==> src/rtl/tmr0_pkg.sv <==
// rtl/tmr0_pkg.sv - TMR0/OPTION_REG memory map, OPTION bit indices and prescaler helper
package tmr0_pkg;

    localparam logic [8:0] ADDR_TMR0          = 9'h001;
    localparam logic [8:0] ADDR_TMR0_B1       = 9'h101;
    localparam logic [8:0] ADDR_OPTION_REG    = 9'h081;
    localparam logic [8:0] ADDR_OPTION_REG_B1 = 9'h181;

    localparam int OPT_T0CS   = 5;
    localparam int OPT_T0SE   = 4;
    localparam int OPT_PSA    = 3;
    localparam int OPT_PS_MSB = 2;
    localparam int OPT_PS_LSB = 0;

    localparam logic [7:0] OPTION_RESET = 8'hFF;

    // Terminal prescaler count for a PS setting: 2^(PS+1)-1
    function automatic logic [7:0] ps_limit(input logic [2:0] ps);
        return 8'hFF >> (3'd7 - ps);
    endfunction

endpackage

==> src/rtl/tmr0_prescaler.sv <==
// rtl/tmr0_prescaler.sv - 8-bit TMR0 prescaler, divides source ticks by 2^(PS+1) or bypasses
module tmr0_prescaler
    import tmr0_pkg::*;
(
    input  logic       clk,
    input  logic       rst,
    input  logic       tick,
    input  logic       clr,
    input  logic       psa,
    input  logic [2:0] ps,
    output logic       inc_pulse
);

    logic [7:0] count;
    logic       at_limit;

    assign at_limit  = (count == ps_limit(ps));
    assign inc_pulse = tick && (psa || at_limit);

    // Count source ticks while assigned to TMR0; wrap to 0 on the terminal count
    always_ff @(posedge clk or posedge rst) begin
        if (rst) begin
            count <= 8'h00;
        end else if (clr) begin
            count <= 8'h00;
        end else if (tick && !psa) begin
            count <= at_limit ? 8'h00 : count + 8'h01;
        end
    end

endmodule

==> src/rtl/tmr0_peripheral.sv <==
// rtl/tmr0_peripheral.sv - Timer0 + OPTION_REG peripheral; TMR0_EXT_CLK_EN enables the t0cki source
module tmr0_peripheral
    import tmr0_pkg::*;
#(
    parameter int CLKS_PER_INSTR = 4
) (
    input  logic       clk,
    input  logic       rst,
    input  logic [8:0] extern_peripherals_addr,
    input  logic [7:0] extern_peripherals_data_in,
    input  logic       extern_peripherals_wr_en,
    output logic [7:0] extern_peripherals_data_out,
    output logic       periph_sel,
    output logic       t0if_set,
    input  logic       t0cki
);

    localparam int PW = (CLKS_PER_INSTR > 1) ? $clog2(CLKS_PER_INSTR) : 1;
    localparam logic [PW-1:0] PHASE_LAST = PW'(CLKS_PER_INSTR - 1);

    logic [7:0]    tmr0;
    logic [7:0]    option;
    logic [PW-1:0] phase;
    logic [1:0]    inhibit;
    logic          inst_tick;
    logic          src_tick;
    logic          gated_tick;
    logic          inc_pulse;
    logic          sel_tmr0;
    logic          sel_option;
    logic          wr_tmr0;
    logic          wr_option;

    assign sel_tmr0   = (extern_peripherals_addr == ADDR_TMR0) ||
                        (extern_peripherals_addr == ADDR_TMR0_B1);
    assign sel_option = (extern_peripherals_addr == ADDR_OPTION_REG) ||
                        (extern_peripherals_addr == ADDR_OPTION_REG_B1);
    assign periph_sel = sel_tmr0 || sel_option;
    assign wr_tmr0    = extern_peripherals_wr_en && sel_tmr0;
    assign wr_option  = extern_peripherals_wr_en && sel_option;
    assign inst_tick  = (phase == PHASE_LAST);

    // Read mux returns zero when unaddressed so the top level can OR peripherals together
    always_comb begin
        extern_peripherals_data_out = 8'h00;
        if (sel_tmr0) begin
            extern_peripherals_data_out = tmr0;
        end else if (sel_option) begin
            extern_peripherals_data_out = option;
        end
    end

    // Free-running instruction-cycle phase counter
    always_ff @(posedge clk or posedge rst) begin
        if (rst) begin
            phase <= '0;
        end else if (inst_tick) begin
            phase <= '0;
        end else begin
            phase <= phase + PW'(1);
        end
    end

`ifdef TMR0_EXT_CLK_EN
    logic t0cki_s1;
    logic t0cki_s2;
    logic t0cki_prev;
    logic ext_edge;

    // Two-flop synchroniser plus edge register for the asynchronous pin
    always_ff @(posedge clk or posedge rst) begin
        if (rst) begin
            t0cki_s1   <= 1'b0;
            t0cki_s2   <= 1'b0;
            t0cki_prev <= 1'b0;
        end else begin
            t0cki_s1   <= t0cki;
            t0cki_s2   <= t0cki_s1;
            t0cki_prev <= t0cki_s2;
        end
    end

    assign ext_edge = option[OPT_T0SE] ? (!t0cki_s2 && t0cki_prev)
                                       : (t0cki_s2 && !t0cki_prev);
    assign src_tick = option[OPT_T0CS] ? ext_edge : inst_tick;
`else
    logic unused_t0cki;
    assign unused_t0cki = t0cki;
    assign src_tick     = inst_tick;
`endif

    // Source ticks are withheld from the prescaler while a TMR0 write is settling
    assign gated_tick = src_tick && (inhibit == 2'd0);

    // Post-write inhibit: suppress counting for the next two instruction ticks
    always_ff @(posedge clk or posedge rst) begin
        if (rst) begin
            inhibit <= 2'd0;
        end else if (wr_tmr0) begin
            inhibit <= 2'd2;
        end else if (inst_tick && (inhibit != 2'd0)) begin
            inhibit <= inhibit - 2'd1;
        end
    end

    tmr0_prescaler u_prescaler (
        .clk       (clk),
        .rst       (rst),
        .tick      (gated_tick),
        .clr       (wr_tmr0),
        .psa       (option[OPT_PSA]),
        .ps        (option[OPT_PS_MSB:OPT_PS_LSB]),
        .inc_pulse (inc_pulse)
    );

    // OPTION register write
    always_ff @(posedge clk or posedge rst) begin
        if (rst) begin
            option <= OPTION_RESET;
        end else if (wr_option) begin
            option <= extern_peripherals_data_in;
        end
    end

    // TMR0 count with write priority; overflow pulse coincides with the wrap
    always_ff @(posedge clk or posedge rst) begin
        if (rst) begin
            tmr0     <= 8'h00;
            t0if_set <= 1'b0;
        end else if (wr_tmr0) begin
            tmr0     <= extern_peripherals_data_in;
            t0if_set <= 1'b0;
        end else if (inc_pulse) begin
            tmr0     <= tmr0 + 8'h01;
            t0if_set <= (tmr0 == 8'hFF);
        end else begin
            t0if_set <= 1'b0;
        end
    end

endmodule

==> config.mk <==
export PLATFORM = sky130hd
export DESIGN_NAME = tmr0_peripheral
export DESIGN_NICKNAME = d
export VERILOG_FILES = /design/src/rtl/tmr0_pkg.sv /design/src/rtl/tmr0_prescaler.sv /design/src/rtl/tmr0_peripheral.sv
export SDC_FILE = /design/constraint.sdc
export NUM_CORES = 1
export LEC_CHECK = 0
export CAP_MARGIN = 25
export CORE_MARGIN = 4
export CORE_UTILIZATION = 55
export DETAILED_ROUTE_END_ITERATION = 8
export GPL_TIMING_DRIVEN = 0
export PLACE_DENSITY = 0.83
export SLEW_MARGIN = 10
export SYNTH_ARGS = -nofsm -noshare
export SYNTH_HDL_FRONTEND = slang
export SYNTH_SLANG_ARGS = --single-unit
==> constraint.sdc <==
create_clock -name clk -period 4.5 [get_ports clk]
set_clock_uncertainty 0.1 [all_clocks]
set_input_delay 1.125 -clock clk [delete_from_list [all_inputs] [get_ports clk]]
set_output_delay 1.125 -clock clk [all_outputs]
set_load 0.05 [all_outputs]
==> results of run 1 <==
==> worst max-delay path, stage by stage <==
cell	delay [ns]
clkdlybuf4s50_1	0.40
nor4_1	0.28
nand2_1	0.27
nor2_1	0.20
clkdlybuf4s50_1	0.82
==> logic make-up after synthesis <==
family                     Yosys count  share of synthesized area, %
buffers and inverters               14                         4.274
muxes                               18                         10.65
adders and majority gates            4                         2.803
AOI/OAI and AO/OA                   35                         14.58
and+or+nand+nor                     85                         24.04
DFF                                 29                         41.21
xor gates and xnor gates             5                         2.453
==> stage by stage <==
step	hold WS, ns	area [um2]	utilization (%)	cells	power (mW)
finish	0.3281	2205	71.63	270	0.6741
global route	0.3448	2205	71.63	270	0.7207
global placement	0.3132	2121	68.90	262	0.5011
floorplan	0.3031	1785	-	190	0.4620
CTS	0.3319	2205	71.63	270	0.6783
detailed placement	0.3200	2148	69.80	263	0.5178
==> cells in the final DEF (no fill, tap or decap), types with 4 or more instances in the layout <==
cell type / Yosys / routed
nand2_1: 26 / 26
clkdlybuf4s50_1: 0 / 28
clkbuf_4: 0 / 5
inv_1: 6 / 6
mux2i_1: 10 / 10
mux2_2: 8 / 8
ha_1: 4 / 4
a31oi_1: 9 / 9
a21oi_1: 4 / 4
nand3_1: 7 / 7
or4_1: 7 / 7
dfrtp_1: 21 / 21
dfstp_2: 8 / 8
nor2_1: 22 / 22
o21ai_0: 7 / 7
==> final timing paths <==
kind,startpoint,to,slack [ns],depth (start not counted)
worst max-delay path,extern_peripherals_addr[2],extern_peripherals_data_out[1],0.17,5
worst min-delay path,phase[0]$_DFF_PP0_,phase[0]$_DFF_PP0_,0.33,1
worst max register to register,option[1]$_DFFE_PP1P_,tmr0[7]$_DFFE_PP0P_,1.87,8
worst min register to register,phase[0]$_DFF_PP0_,phase[0]$_DFF_PP0_,0.33,1
max in group asynchronous,rst,option[7]$_DFFE_PP1P_,2.68,3
min in group asynchronous,rst,tmr0[0]$_DFFE_PP0P_,1.05,2
==> cell usage after synthesis (all sizes together), types with 3 or more instances <==
library cell / instances
dfrtp: 21
mux2i: 10
ha: 4
a21oi: 4
clkbuf: 4
nand2: 26
buf: 4
mux2: 8
o21ai: 7
a31oi: 9
o211ai: 3
o31ai: 3
or4: 7
inv: 6
nand3: 7
nor3b: 3
xor2: 3
nand4: 3
nor2: 22
nor3: 3
dfstp: 8
==> flip-flops by register name, summed over array words and instances, names as in the netlist <==
register,cells
option,8
t0if_set,1
u_prescaler.count,8
inhibit,2
phase,2
tmr0,8
==> final cells by class <==
type,instances,area share (%)
Multi-Input combinational cell,147,44.15
Sequential cell,29,33.37
Timing Repair Buffer,29,13.96
Clock buffer,7,2.497
Buffer,8,2.497
Tap cell,44,2.497
Inverter,6,1.022
==> repair_timing <==
item,4_1_cts,5_1_grt
endpoints found under the setup margin,4,0
resized for setup,1,0
hold buffers,0,0
==> layer usage <==
layer / part of all wire, % / track usage, % / routed length, um / up-vias
met5: 0 / 0 / 0 / -
li1: - / - / - / 760
met4: 1.9 / 10.55 / 78 / 0
met3: 7.9 / 5.026 / 330 / 10
met2: 47 / 34.48 / 1935 / 64
met1: 44 / 26.79 / 1811 / 738
==> power groups by stage <==
stage / Clock [mW] / Combinational (mW) / Sequential (mW)
6_report: 0.160 / 0.172 / 0.343
5_1_grt: 0.178 / 0.197 / 0.346
4_1_cts: 0.164 / 0.173 / 0.341
3_5_place_dp: 0 / 0.172 / 0.345
3_3_place_gp: 0 / 0.159 / 0.343
2_1_floorplan: 0 / 0.128 / 0.334
==> impl_metrics.json, run 1 <==
{
  "status": "finished, final reports clean",
  "nets": 251,
  "drive_gt1_share_pct": 16.37,
  "synth_area_per_cell_um2": 9.397,
  "drtPass1Iterations": 4,
  "portBuffers": 28,
  "fin_setup_tns_ns": 0,
  "grt_max_degree": 18,
  "cts_buffers": 5,
  "drv.max_cap_violation_count": 0,
  "ys.warnings.count": 0,
  "internal-power_mw": 0.4633,
  "totalWireLength_um": 4155,
  "critPathMaxFanout": 10,
  "fillCellCount": 233,
  "num_vias": 1572,
  "io_pins": 31,
  "grt_pass1_wl_um": 7017,
  "rsz0062_at_grt": "false",
  "syn_area_um2": 1785,
  "clk_pin_slew_ns": 0.08,
  "core.rowCount": 20,
  "hold_violations": 0,
  "power.density_nw_per_um2": 305.8,
  "syn-num-nets": 215,
  "start_util_pct": 58.01,
  "antenna_found_initial": 0,
  "track_usage_pct": 21.41,
  "p_leak_nw": 0.8889,
  "crit_type": "input pin to output port",
  "synth_cell_type_count": 45,
  "finalSetupViolations": 0,
  "tightestPinTransition_ns": 0.7350,
  "p_sw_mw": 0.2108,
  "synthArstFlopShare_pct": 100.0,
  "synthFlopType": "dfrtp_1",
  "cts_buffer_depth": 2,
  "slew_violations": 0,
  "power_frac_seq_pct": 50.8,
  "fmax_mhz": 231.0,
  "start_kind": "input pin",
  "core_um2": 3078,
  "yosysSeqAreaShare_pct": 41.21,
  "die_area_um2": 4222,
  "grt_pass1_vias": 1562,
  "gp_congestion": 0.8820,
  "drc": 0,
  "dieHeight_um": 64.98,
  "yosys-top-cells-area": "dfrtp_1 29%, dfstp_2 12%, mux2i_1 5.6%, nand2_1 5.5%, mux2_2 5.0%",
  "h-tree-depth": 2,
  "regArea_um2": 735.7,
  "viasPerCell": 5.822,
  "cts_tree": "yes",
  "power.share.clock_pct": 23.7,
  "clk_latency_ns": 0.33,
  "synth_top_cell_by_area": "dfrtp_1",
  "dp_slack_ns": -0.02202,
  "clk_root_buffer_cell": "clkbuf_4",
  "relSlewSlack_pct": 50.89,
  "postSynthCellCount": 190,
  "period_minus_slack_ns": 4.329,
  "multi_input_area_um2": 973.4,
  "die_w_um": 64.98,
  "wl_per_cell_um": 15.39,
  "setup_ws_ns": 0.1710,
  "clock-sinks": 29,
  "cts_setup_buffers": 0,
  "synth_edf_count": 0,
  "vdd_drop_max_uv": 265.2,
  "diodes": 0,
  "p_sw_share_pct": 31.28,
  "synth_top_cell_area_share_pct": 29.43,
  "crit_required_ns": 3.27,
  "min_path_type": "register to register",
  "overflow": 0,
  "area_delta_synth_final_pct": 23.48,
  "drtAntennaViolNets": 0,
  "cp.arrival_ns": 3.10,
  "fin_crit_sh_pct": 96.20,
  "pwr-share-comb_pct": 25.5,
  "ys_ff_latch": 29,
  "hpwl_um": 3099,
  "drt_iter0_markers": 124,
  "critPathCaptureType": "output port"
}
No activity file was read; power rests on OpenSTA's default activity.
==> run 2, diff against run 1 <==
- SLEW_MARGIN: 10 -> unset
==> results of run 2 <==
Final layout, timing and power as in run 1 (identical DEF).
==> run 3, diff against run 2 <==
- SETUP_SLACK_MARGIN: unset -> 0.15
==> run 3 against run 2 <==
  * Die area stayed put
  * Combinational power about the same
  * Non-clock buffer count stayed put
  * Maximum frequency rose by 9.7%
  * Utilization grew 0.73 points
  * Global-route usage did not move
  * Total power is 0.19% higher
  * Register-to-register slack about the same
  * Cell count stayed put
  * Worst hold slack barely moved
==> impl_metrics.json, run 3 (synthesis results as in run 1) <==
{
  "crit_chain": "clkdlybuf4s50_1 -> nor4_1 -> nand2_1 -> nor2_1 -> dlymetal6s2s_1",
  "cts_setup_buffers": 0,
  "hold_end": "phase[0]$_DFF_PP0_",
  "drv.max_cap_violation_count": 0,
  "slew_violations": 0,
  "crit_type": "input pin to output port",
  "hpwl_um": 3099,
  "worst-r2r-setup-slack_ns": 1.87,
  "cpPeakStageDelay_ns": 0.44,
  "worstHoldStart": "phase[0]$_DFF_PP0_",
  "clock-sinks": 29,
  "drtAntennaViolNets": 0,
  "p_leak_nw": 1.057,
  "crit_required_ns": 3.27,
  "clk_latency_ns": 0.33,
  "start_kind": "input pin",
  "fin_area_um2": 2227,
  "cts_buffers": 5,
  "overflow": 0,
  "cpLargestDelayFamily": "buffers and inverters",
  "hold_violations": 0,
  "mostFrequentLayoutCells": "26 x nand2_1, 22 x nor2_1, 21 x dfrtp_1",
  "wl_per_cell_um": 15.54,
  "cp.arrival_ns": 2.72,
  "grt_pass1_vias": 1562,
  "core_um2": 3078,
  "die_area_um2": 4222,
  "portBuffers": 28,
  "drive_gt1_share_pct": 16.37,
  "status": "finished, final reports clean",
  "finalSetupViolations": 0,
  "grt_max_degree": 18,
  "critPathCaptureType": "output port",
  "nets": 251,
  "io_pins": 31,
  "path_buf_inv": 2,
  "grt_pass1_wl_um": 7017,
  "hold_depth": 1,
  "ff2ff_path_depth": 8,
  "period_minus_slack_ns": 3.946,
  "cp_slowest_cell": "dlymetal6s2s_1",
  "rr_startpoint": "option[1]$_DFFE_PP1P_",
  "dieHeight_um": 64.98,
  "antenna_found_initial": 0,
  "fin_crit_sh_pct": 87.68,
  "top_regs": "option (8), tmr0 (8), u_prescaler.count (8)",
  "core.rowCount": 20,
  "drtPass1Iterations": 4,
  "cts_buffer_depth": 2,
  "tightestPinTransition_ns": 0.7209,
  "relSlewSlack_pct": 51.84,
  "viasPerCell": 5.907,
  "fmax_mhz": 253.4,
  "total_power_mw": 0.6754,
  "fillCellCount": 227,
  "diodes": 0,
  "cts_tree": "yes",
  "power.density_nw_per_um2": 303.3,
  "totalWireLength_um": 4196,
  "die_w_um": 64.98,
  "regArea_um2": 735.7,
  "track_usage_pct": 21.41,
  "multi_input_area_um2": 973.4,
  "area_delta_synth_final_pct": 24.74,
  "rsz0062_at_grt": "false",
  "drt_iter0_markers": 81,
  "timing.rr.end": "tmr0[7]$_DFFE_PP0P_",
  "vdd_drop_max_uv": 250.6,
  "post-route-util_pct": 72.36,
  "h-tree-depth": 2,
  "place_area_um2": 2148,
  "clk_root_buffer_cell": "clkbuf_4",
  "final_common_cell": "nand2_1",
  "drc": 0,
  "start_util_pct": 58.01,
  "clk_pin_slew_ns": 0.08,
  "num_vias": 1595,
  "gp_congestion": 0.8820,
  "critPathMaxFanout": 10,
  "min_path_type": "register to register"
}
## run 3: stage by stage
stage / worst slack [ns] / hold slack (ns) / setup TNS [ns] / std cells
6_report: 0.5542 / 0.3281 / 0 / 270
5_1_grt: 0.4334 / 0.3448 / 0 / 270
3_3_place_gp: 0.06227 / 0.3132 / 0 / 262
4_1_cts: 0.1597 / 0.3319 / 0 / 270
3_5_place_dp: -0.02202 / 0.3200 / -0.02202 / 263
2_1_floorplan: 0.9672 / 0.3031 / 0 / 190
## run 3: worst max-delay path by stage
| stage | from | to | slack [ns] | depth (start not counted) |
|---|---|---|---|---|
| 3_3_place_gp | extern_peripherals_addr[7] | extern_peripherals_data_out[1] | 0.06 | 5 |
| 3_5_place_dp | extern_peripherals_addr[7] | extern_peripherals_data_out[2] | -0.02 | 5 |
| 2_1_floorplan | extern_peripherals_addr[7] | extern_peripherals_data_out[0] | 0.97 | 3 |
| 6_report | extern_peripherals_addr[2] | extern_peripherals_data_out[1] | 0.55 | 5 |
| 5_1_grt | extern_peripherals_addr[2] | extern_peripherals_data_out[2] | 0.43 | 5 |
| 4_1_cts | extern_peripherals_addr[2] | extern_peripherals_data_out[1] | 0.16 | 5 |
## run 3: where the power goes
group / internal [mW] / switching [mW] / total [mW]
Clock: 0.0736 / 0.0868 / 0.160
Sequential: 0.298 / 0.0446 / 0.343
Combinational: 0.0913 / 0.0808 / 0.172
## run 3: area by class of cell
type	count	area share [%]
inverters	6	1.011
multi-input cells	147	43.71
clock buffers	7	2.472
repair buffers	29	14.83
well taps	44	2.472
flip-flops and latches	29	33.03
plain buffers	8	2.472
## run 3: timing repair
action                                  in CTS  in global routing
resized for setup                            1                  9
endpoints found under the setup margin       8                  9
hold buffers                                 0                  0
## run 3: per-layer routing
metal	share of wire, %	track usage (%)
met2	46	34.48
met3	7.5	5.026
met5	0	0
met4	1.7	10.55
met1	44	26.79
